**src/rtl/dec_rr_arbiter.sv**
```systemverilog
// dec_rr_arbiter: round-robin arbiter that time-shares a 3-to-8 decoder
// among eight requesters. A grant drives the decoder enable plus the
// grantee index and lasts until the holder releases it, withdraws its
// request, or the hold limit is reached. Every grant is followed by a
// dead cycle (GAP) and one arbitration cycle (IDLE). That keeps two
// decoder lines from ever being high in back-to-back cycles.

module dec_rr_arbiter #(
    parameter int MAX_HOLD = 15
) (
    input  logic       clk,
    input  logic       rst,
    input  logic [7:0] req,
    input  logic       done,
    output logic       dec_en,
    output logic [2:0] dec_x,
    output logic       timeout
);

    // Last legal counter value. A grant that reaches it ends on that edge.
    localparam logic [7:0] HOLD_LAST = 8'(MAX_HOLD - 1);

    typedef enum logic [1:0] {
        ST_IDLE  = 2'd0,
        ST_GRANT = 2'd1,
        ST_GAP   = 2'd2
    } state_t;

    // Pick the first requester at or after 'base', wrapping modulo 8.
    // Returns 'base' when nothing is requested. Callers only use the
    // result when req is non-zero.
    function automatic logic [2:0] rr_pick(input logic [7:0] req_v,
                                           input logic [2:0] base);
        logic [2:0] idx_s;
        logic [2:0] win_s;
        logic       found_s;
        win_s   = base;
        found_s = 1'b0;
        for (int i = 0; i < 8; i++) begin
            idx_s = base + 3'(i);
            if (!found_s && req_v[idx_s]) begin
                win_s   = idx_s;
                found_s = 1'b1;
            end else begin
                found_s = found_s;
            end
        end
        return win_s;
    endfunction

    state_t     state_r, state_nxt_s;
    logic [2:0] ptr_r, ptr_nxt_s;
    logic [7:0] cnt_r, cnt_nxt_s;
    logic [2:0] dec_x_r, dec_x_nxt_s;
    logic       dec_en_r, dec_en_nxt_s;
    logic       timeout_r, timeout_nxt_s;
    logic       release_s;
    logic       limit_s;
    logic [2:0] winner_s;

    assign winner_s  = rr_pick(req, ptr_r);
    // Release covers both an explicit done and a withdrawn request.
    // It outranks the hold limit when both are true on the same edge.
    assign release_s = done | ~req[dec_x_r];
    assign limit_s   = (cnt_r == HOLD_LAST);

    // Next-state, pointer, counter and output-register inputs
    always_comb begin
        state_nxt_s   = state_r;
        ptr_nxt_s     = ptr_r;
        cnt_nxt_s     = cnt_r;
        dec_x_nxt_s   = dec_x_r;
        timeout_nxt_s = 1'b0;
        case (state_r)
            ST_IDLE: begin
                if (req != 8'd0) begin
                    dec_x_nxt_s = winner_s;
                    cnt_nxt_s   = 8'd0;
                    state_nxt_s = ST_GRANT;
                end else begin
                    state_nxt_s = ST_IDLE;
                end
            end
            ST_GRANT: begin
                if (release_s || limit_s) begin
                    state_nxt_s   = ST_GAP;
                    ptr_nxt_s     = dec_x_r + 3'd1;
                    timeout_nxt_s = limit_s & ~release_s;
                end else begin
                    cnt_nxt_s = cnt_r + 8'd1;
                end
            end
            ST_GAP: begin
                state_nxt_s = ST_IDLE;
            end
            default: begin
                state_nxt_s = ST_IDLE;
            end
        endcase
        dec_en_nxt_s = (state_nxt_s == ST_GRANT);
    end

    // State, pointer, counter and registered outputs. The asynchronous
    // reset drops dec_en at once, even in the middle of a grant.
    always_ff @(posedge clk or posedge rst) begin
        if (rst) begin
            state_r   <= ST_IDLE;
            ptr_r     <= 3'd0;
            cnt_r     <= 8'd0;
            dec_x_r   <= 3'd0;
            dec_en_r  <= 1'b0;
            timeout_r <= 1'b0;
        end else begin
            state_r   <= state_nxt_s;
            ptr_r     <= ptr_nxt_s;
            cnt_r     <= cnt_nxt_s;
            dec_x_r   <= dec_x_nxt_s;
            dec_en_r  <= dec_en_nxt_s;
            timeout_r <= timeout_nxt_s;
        end
    end

    assign dec_en  = dec_en_r;
    assign dec_x   = dec_x_r;
    assign timeout = timeout_r;

    dec_rr_arbiter_chk #(
        .HOLD_LAST (HOLD_LAST)
    ) u_chk (
        .clk     (clk),
        .rst     (rst),
        .dec_en  (dec_en_r),
        .dec_x   (dec_x_r),
        .timeout (timeout_r),
        .cnt     (cnt_r)
    );

endmodule

// Protocol checker for dec_rr_arbiter outputs.
module dec_rr_arbiter_chk #(
    parameter logic [7:0] HOLD_LAST = 8'd14
) (
    input logic       clk,
    input logic       rst,
    input logic       dec_en,
    input logic [2:0] dec_x,
    input logic       timeout,
    input logic [7:0] cnt
);

    // timeout only appears in GAP, so it never overlaps a grant.
    a_no_to_in_grant: assert property (@(posedge clk) disable iff (rst)
        !(dec_en && timeout));

    // The grantee index stays fixed while the grant is active.
    a_x_stable: assert property (@(posedge clk) disable iff (rst)
        dec_en |=> (!dec_en || $stable(dec_x)));

    // A grant ending is followed by at least two low cycles.
    a_two_gap: assert property (@(posedge clk) disable iff (rst)
        (dec_en ##1 !dec_en) |=> !dec_en);

    // The hold counter never passes the last legal value.
    a_cnt_bound: assert property (@(posedge clk) disable iff (rst)
        cnt <= HOLD_LAST);

endmodule

```
**config.mk**
```make
export PLATFORM = sky130hd
export DESIGN_NAME = dec_rr_arbiter
export DESIGN_NICKNAME = d
export VERILOG_FILES = /design/src/rtl/dec_rr_arbiter.sv
export SDC_FILE = /design/constraint.sdc
export NUM_CORES = 1
export LEC_CHECK = 0
export CORE_MARGIN = 2
export CORE_UTILIZATION = 55
export CTS_CLUSTER_SIZE = 40
export DETAILED_ROUTE_END_ITERATION = 10
export PLACE_DENSITY = 0.77
export SYNTH_ARGS = -nofsm -noshare
export SYNTH_HDL_FRONTEND = slang
export SYNTH_HIERARCHICAL = 1
export SYNTH_SLANG_ARGS = --single-unit
```
**constraint.sdc**
```tcl
create_clock -name clk -period 3.08 [get_ports clk]
set_input_delay 0.924 -clock clk [delete_from_list [all_inputs] [get_ports clk]]
set_output_delay 0.924 -clock clk [all_outputs]
set_load 0.02 [all_outputs]
```
Yosys cells after proc, flatten, opt, wreduce, memory -nomap -nowiden:

Cells that the tools add are included.
Widths: inputs -> output; s select.

* add/subtract/negate cells: 9
* order comparisons: 9
* eq/ne operators: 5
* multiplexer cells: 40
* bitwise logic cells: 4
* reduce and logical (&&, ||, !) cells: 21

Operators by type and width (count)
* $lt 3x4->1 const B: 9
* $bmux 1 s3: 9
* $mux 3: 7
* $mux 1: 19
* $mux 8: 2
* $pmux 8 s2: 1
* $add 3x3->3 const B: 4
* $add 8x1->8 const B: 1
* $eq 8x4->1 const B: 1
* $reduce_bool 8->1: 1
* $logic_and 1x1->1: 7
* $logic_not 1->1: 7
* $add 3x1->3 const B: 2
* $add 3x2->3 const B: 2
* $eq 2x1->1 const B: 2
* $ne 2x2->1 const B: 2
* $pmux 2 s2: 1
* $reduce_and 2->1: 2
* $reduce_and 3->1: 1
* $logic_not 2->1: 1
* $mux 2: 1
* $not 1->1: 2
* $reduce_bool 2->1: 1
* $and 1x1->1: 1
* other kinds (2): 2

* register bits after elaboration: 18
* input bits: 11
* output and inout bits: 5
* word-level logic and storage cells: 94

Depth between registers and ports, before layout:

Gate-level depths: netlist of the first run.

* depth after elaboration: 24
* gate-level depth with buffers: 11
* depth with buffers taken out: 9

Worst setup path before layout of the first run:

OpenSTA, ideal clock, no wires.

* kind: reg2reg
* start point: reg ptr_r[0]
* end point: reg dec_x_r[0] (netlist: dec_x[0])
* library setup time: 0.125 ns
* arrival time: 2.583 ns
* required time: 2.955 ns
* path slack: 0.372 ns
* cell stages (with the launch flop): 11
* path buffers: 1
* clock period less this slack: 2.708 ns
* cells stage by stage: dfrtp_1 buf_6 inv_1 ha_1 mux4_2 mux2i_4 nand2b_1 nand3_2 a31oi_1 xnor2_1 mux2_4

* cells in the longest elaborated chain, start to end: 24
* elaborated cells between the ends (all ways): 51
* classes of those cells: add/sub: 7; mux: 30; reduce/logical: 14

RTL lines
* from (decl): line 52 `logic [2:0] ptr_r, ptr_nxt_s;`
* from (signal assigned): line 115 `ptr_r <= ptr_nxt_s;`
* branches (longest 23 deep; another with $add 3x1->3)
* $mux 3 *: line 41 `if (!found_s && req_v[idx_s]) begin`
* to (signal assigned): line 117 `dec_x_r <= dec_x_nxt_s;`
* to (decl): line 54 `logic [2:0] dec_x_r, dec_x_nxt_s;`

Mark *: on every way between the ends. The select of a mux whose other input is x is not followed.
A chain may end at the register's enable or synchronous reset.

Worst setup path in the final report of the first run:

* start point: in req[2]
* end point: reg dec_x_r[0] (netlist: dec_x[0])

* cells in the longest elaborated chain, start to end: 24
* elaborated cells between the ends (all ways): 46
* classes of those cells: mux: 30; reduce/logical: 16

RTL lines
* from (decl): line 13 `input logic [7:0] req,`
* $bmux 1 s3: line 41
* $mux 1 (not written as such): line 41
* $mux 1: line 41
* $logic_not 1->1: line 41
* $logic_and 1x1->1: line 41
* $mux 1: line 41
* $logic_not 1->1: line 41
* $logic_and 1x1->1: line 41
* [... 8 more ...]
* $logic_and 1x1->1: line 41
* $mux 1: line 41
* $logic_not 1->1: line 41
* $logic_and 1x1->1: line 41
* $mux 1: line 41
* $logic_not 1->1: line 41
* $logic_and 1x1->1: line 41
* $mux 3: line 41

Several ways; a longest one is shown, not always the timed one. The select of a mux whose other input is x is not followed.

==> results of run 1 <==
[worst min path at each step]
stage / start / endpoint / slack [ns] / depth (start not counted)
5_1_grt: cnt_r[7] / cnt_r[7] / 0.59 / 2
4_1_cts: cnt_r[7] / cnt_r[7] / 0.56 / 2
2_1_floorplan: cnt_r[7] / cnt_r[7] / 0.51 / 2
6_report: cnt_r[7] / cnt_r[7] / 0.57 / 2
3_3_place_gp: cnt_r[7] / cnt_r[7] / 0.53 / 2
3_5_place_dp: cnt_r[7] / cnt_r[7] / 0.53 / 2
[worst max-delay path, stage by stage]
cell and delay [ns]:
clkdlybuf4s50_1 0.56, mux4_2 0.58, mux2i_4 0.24, nand2b_1 0.15, nand3_2 0.08, a31oi_2 0.23, xnor2_1 0.11, mux2_4 0.27
[cell families after synthesis]
| group | count (synthesis) | share of synthesized area, % |
|---|---|---|
| xor+xnor | 12 | 7.26 |
| fa+ha+maj | 5 | 3.56 |
| simple gates | 59 | 18.3 |
| mux | 27 | 28.9 |
| buf+inv | 13 | 4.27 |
| compound gates | 30 | 12.0 |
| flops | 18 | 25.6 |
[sequential cells by signal (all words and copies together) (netlist names)]
| name | count |
|---|---|
| dec_x | 3 |
| cnt_r | 8 |
| timeout | 1 |
| state_r | 2 |
| dec_en | 1 |
| ptr_r | 3 |
[timing repair]
item	CTS	global route
resized for setup	0	5
setup buffers	0	0
endpoints found under the setup margin	0	2
[metal layers]
metal | track usage [%] | share of wire (%)
met5 | 0 | 0
met4 | 5.59 | 1.7
met3 | 6.82 | 6.1
met2 | 43.2 | 50
met1 | 37.0 | 42
[area by class of cell]
| type | count | share of cell area (%) |
|---|---|---|
| Inverter | 7 | 1.21 |
| Sequential cell | 18 | 20.8 |
| Multi-Input combinational cell | 133 | 57.6 |
| Tap cell | 44 | 2.54 |
| Timing Repair Buffer | 40 | 16.2 |
| Clock buffer | 4 | 1.68 |
[power groups by stage]
stage | clock network (W) | logic (W) | registers [W]
3_3_place_gp | 0 | 0.00211 | 0.000415
2_1_floorplan | 0 | 0.00152 | 0.000409
5_1_grt | 0.000156 | 0.00243 | 0.000433
6_report | 0.000142 | 0.00225 | 0.000418
3_5_place_dp | 0 | 0.00218 | 0.000421
4_1_cts | 0.000145 | 0.00219 | 0.000417
[stage by stage]
step                      hold slack [ns]  area [um^2]
final                               0.568         2170
after global routing                0.594         2170
after CTS                           0.559         2150
after detailed placement            0.532         2120
after global placement              0.530         2120
after floorplan                     0.506         1760
[cells in the mapped netlist (3+ instances only)]
| library cell | instances |
|---|---|
| a21oi_1 | 7 |
| buf_6 | 3 |
| dfrtp_1 | 18 |
| ha_1 | 5 |
| inv_1 | 6 |
| mux2i_1 | 4 |
| mux2i_2 | 3 |
| mux4_2 | 15 |
| nand2_1 | 11 |
| nand2b_1 | 5 |
| nand4_1 | 5 |
| nor2_1 | 18 |
| nor4_1 | 3 |
| o21ai_0 | 4 |
| o22ai_1 | 3 |
| xnor2_1 | 3 |
| xor2_1 | 6 |
==> impl_metrics.csv, run 1 <==
group,metric,value,unit
yosys,ys_warn_count,6,
global_routing,grt_overflow_total,0,
routing,first_pass_iters,4,
critical_path,rr_worst_depth,9,
place,dp_slack,-0.249,ns
critical_path,cp-startpoint,"req[2]",
floorplan,die_x,60.6,um
routing,num_vias,1537,
critical_path,worstReg2RegEnd,"dec_x[0]",
timing,finalCritPeriodShare,96.6,%
clock_tree,numCtsBuffers,3,
yosys,syn_nets,180,
cells_and_area,drive_above_1_share,32.7,%
timing,period_needed,2.98,ns
critical_path,worstPathArrival,3.16,ns
timing,tightest_slew,0.671,ns
clock_tree,clock-sinks,18,
routing,drc,0,
yosys,seq_area_frac_synth,25.6,%
routing,ant_nets,0,
timing,tns,0,ns
pwr,power.total,0.00281,W
global_routing,grt_pass1_wl,7240,um
critical_path,cp_max_fo,9,
global_routing,antenna_found_initial,0,
cells_and_area,layout_commonest_cell,"buf_4",
timing,relSlewSlack,55.2,%
floorplan,start_util,57.6,%
yosys,synth.avg_cell_area,10.7,um^2
place,numPlacedInstances,242,
routing,wl,4280,um
pwr,internal-power,0.00155,W
pwr,pwr-share-clk,5.0,%
place,port_buffers,15,
global_routing,grt_pass1_vias,1520,
yosys,synth_seq_cells,18,
critical_path,required,3.26,ns
yosys,netlist.top_cell.by_area,"dfrtp_1",
critical_path,r2r_start,"ptr_r[1]",
pwr,power_frac_seq,14.9,%
routing,dr.first_iter.drc_count,94,
yosys,synth-edff-count,0,
timing,finClkSkew,0.00159,ns
clock_tree,cts_tree,"built",
floorplan,rows,20,
run,drv_cap,0,
critical_path,r2r_setup_slack,0.23,ns
yosys,synth_top_area_share,25.6,%
global_routing,grt_max_degree,19,
floorplan,die_h,60.6,um
yosys,synth-main-ff-cell,"dfrtp_1",
pwr,p_sw,0.00126,W
pwr,power_frac_comb,80.1,%
cells_and_area,final_cell_mix,"buf_4 (24), nor2_1 (18), dfrtp_1 (18)",
yosys,yosysUniqueCellTypes,50,
yosys,synthCells,164,
critical_path,setup.worst_path.class,"in -> reg",
timing,report.final.setup_viol,0,
pwr,p_leak,0.897,nW
critical_path,cp-end-kind,"register",
min_path,min_path_type,"reg -> reg",
clock_tree,clock_path_buffers,2,
cells_and_area,fin_util,70.9,%
pwr,switching_share,44.9,%
cells_and_area,syn_to_final_growth,23.1,%
timing,fin_ws,0.103,ns
timing,rsz0062_at_grt,"no",
timing,finalHoldViolCount,0,
global_routing,grtUsageTotal,26.7,%
pwr,vdd_drop_max,0.000721,V
clock_tree,cts.clk_slew.worst_paths,0.10,ns
timing,fmax,0.336,GHz
clock_tree,clk_latency,0.28,ns
cells_and_area,fill_cells,214,
yosys,async_reset_ff_share,100,%
routing,routedWlPerCell,17.4,um
yosys,synthTopCellsByArea,"dfrtp_1 (26%), mux4_2 (19%), nor2_1 (3.8%), ha_1 (3.6%), xor2_1 (3.0%)",
cells_and_area,final_cells,246,
run_status,status,"complete, no violations",
cells_and_area,final_nets,219,
clock_tree,clockRootBuffer,"clkbuf_4",
pwr,power_density,1300,mW/mm^2
floorplan,coreArea,0.00305,mm^2
cells_and_area,diodes,0,
floorplan,die-area,0.00367,mm^2
routing,viasPerCell,6.25,
clock_tree,h-tree-depth,1,
cells_and_area,regArea,450,um^2
timing,final_max_slew_viol_count,0,
critical_path,critPathCapture,"dec_x[0]",
floorplan,ioPinCount,16,
clock_tree,hold_buffers,0,
critical_path,startpoint_type,"input port",
cells_and_area,multi_input_area,0.00125,mm^2
place,hpwl,3330,um
yosys,syn_area,0.00176,mm^2
place,place.gp.congestion,0.922,
(Power assumes the default switching activity.)
==> run 2: changes to the inputs <==
CAP_MARGIN = 25   (was unset)
SLEW_MARGIN = 20   (was unset)
==> results of run 2 <==
No change in the layout: final DEF, timing and power equal those of run 1.
==> run 3: changes to the inputs <==
MAX_ROUTING_LAYER = met4   (was unset)
==> impl_metrics.csv, run 3 (same netlist as run 1, synthesis figures left out) <==
group,metric,value,unit
clock_tree,cts_tree,"built",
clock_tree,h-tree-depth,1,
timing,rsz0062_at_grt,"no",
routing,routedWlPerCell,17.4,um
routing,first_pass_iters,4,
pwr,pwr-share-clk,5.0,%
pwr,power_frac_seq,14.9,%
critical_path,startpoint_type,"input port",
routing,ant_nets,0,
critical_path,r2r_setup_slack,0.24,ns
critical_path,crit_slowest_cell,"mux4_2",
cells_and_area,syn_to_final_growth,23.1,%
pwr,power_frac_comb,80.1,%
routing,num_vias,1520,
global_routing,grt_overflow_total,0,
run,drv_cap,0,
critical_path,required,3.26,ns
pwr,switching_share,44.9,%
floorplan,ioPinCount,16,
floorplan,start_util,57.6,%
floorplan,die-area,0.00367,mm^2
cells_and_area,diodes,0,
timing,tightest_slew,0.676,ns
place,hpwl,3330,um
cells_and_area,layout_commonest_cell,"buf_4",
timing,final_max_slew_viol_count,0,
cells_and_area,drive_above_1_share,32.7,%
routing,dr.first_iter.drc_count,88,
floorplan,coreArea,0.00305,mm^2
cells_and_area,fin_util,70.9,%
timing,relSlewSlack,54.9,%
clock_tree,cts.clk_slew.worst_paths,0.10,ns
routing,wl,4290,um
cells_and_area,largest_reg_flops,8,
global_routing,grtUsageTotal,27.6,%
cells_and_area,final_cell_area,0.00217,mm^2
place,dp_slack,-0.249,ns
critical_path,critical-path-top-delay-family,"multiplexers",
timing,tns,0,ns
cells_and_area,final_cell_mix,"buf_4 (24), nor2_1 (18), dfrtp_1 (18)",
routing,drc,0,
critical_path,cp_max_fo,9,
critical_path,worstPathArrival,3.15,ns
critical_path,slowest_delay,0.58,ns
critical_path,cp-end-kind,"register",
cells_and_area,top_register,"cnt_r",
timing,finClkSkew,0.00158,ns
timing,fmax,0.337,GHz
clock_tree,postCtsSetupRepairBufs,0,
pwr,p_sw,0.00126,W
clock_tree,clockRootBuffer,"clkbuf_4",
timing,period_needed,2.97,ns
critical_path,setup.worst_path.class,"in -> reg",
cells_and_area,final_cells,246,
run_status,status,"complete, no violations",
clock_tree,clock_path_buffers,2,
clock_tree,clk_latency,0.28,ns
global_routing,grt_max_degree,19,
timing,fin_ws,0.111,ns
clock_tree,cts.repair.resized,0,
min_path,min_path_type,"reg -> reg",
pwr,power_density,1300,mW/mm^2
place,port_buffers,15,
clock_tree,clock-sinks,18,
global_routing,grt_pass1_wl,7230,um
pwr,p_leak,0.897,nW
place,place_area,0.00212,mm^2
pwr,internal-power,0.00155,W
cells_and_area,final_nets,219,
floorplan,die_h,60.6,um
place,numPlacedInstances,242,
critical_path,cp_cell_sequence,"clkdlybuf4s50_1 -> mux4_2 -> mux2i_4 -> nand2b_1 -> nand3_2 -> a31oi_2 -> xnor2_1 -> mux2_4",
clock_tree,hold_buffers,0,
global_routing,antenna_found_initial,0,
floorplan,die_x,60.6,um
clock_tree,numCtsBuffers,3,
timing,finalCritPeriodShare,96.4,%
global_routing,grt_pass1_vias,1519,
pwr,vdd_drop_max,0.000724,V
routing,viasPerCell,6.18,
timing,report.final.setup_viol,0,
place,place.gp.congestion,0.938,
timing,finalHoldViolCount,0,
floorplan,rows,20,
critical_path,crit_buf_inv,1,
==> run 3: cell counts in the layout (fill, tap and decap cells not counted) <==
No cell type changed its count.
==> run 3: area by class of cell <==
cell class                      instances  area, um^2
Multi-Input combinational cell        133        1250
Sequential cell                        18         450
Tap cell                               44        55.1
Fill cell                             214         887
Timing Repair Buffer                   40         350
Clock buffer                            4        36.3
Inverter                                7        26.3
==> run 3: per-layer routing <==
metal	GRT usage, %	up-vias	wire length (um)
li1	-	700	-
met1	37.0	746	1790
met2	43.2	70	2140
met3	6.82	4	319
met4	5.59	0	38
met5	-	-	0
==> run 3: path summary, 6_finish.rpt <==
kind / end / start / depth (start not counted)
min in group asynchronous: ptr_r[0] / rst / 2
worst min register to register: cnt_r[7] / cnt_r[7] / 2
worst max register to register: dec_x[0] / ptr_r[1] / 9
worst max-delay path: dec_x[0] / req[2] / 8
max in group asynchronous: cnt_r[4] / rst / 2
worst min-delay path: cnt_r[7] / cnt_r[7] / 2
==> run 3: power by group through the flow <==
stage | Clock [W] | Combinational (W) | Sequential, W
after floorplan | 0 | 0.00152 | 0.000409
after global placement | 0 | 0.00211 | 0.000415
after detailed placement | 0 | 0.00218 | 0.000421
after CTS | 0.000145 | 0.00219 | 0.000417
after global routing | 0.000156 | 0.00244 | 0.000433
final | 0.000141 | 0.00225 | 0.000419
==> run 3: worst min-delay path, stage by stage (launching register included) <==
cell     delay (ns)
dfrtp_1        0.38
xor2_1         0.08
nor2_1         0.07
==> run 3: per-stage QoR <==
| step | total power [W] | hold WS [ns] |
|---|---|---|
| 6_report | 0.00281 | 0.568 |
| 5_1_grt | 0.00302 | 0.594 |
| 4_1_cts | 0.00275 | 0.559 |
| 3_5_place_dp | 0.00260 | 0.532 |
| 3_3_place_gp | 0.00252 | 0.530 |
| 2_1_floorplan | 0.00193 | 0.506 |
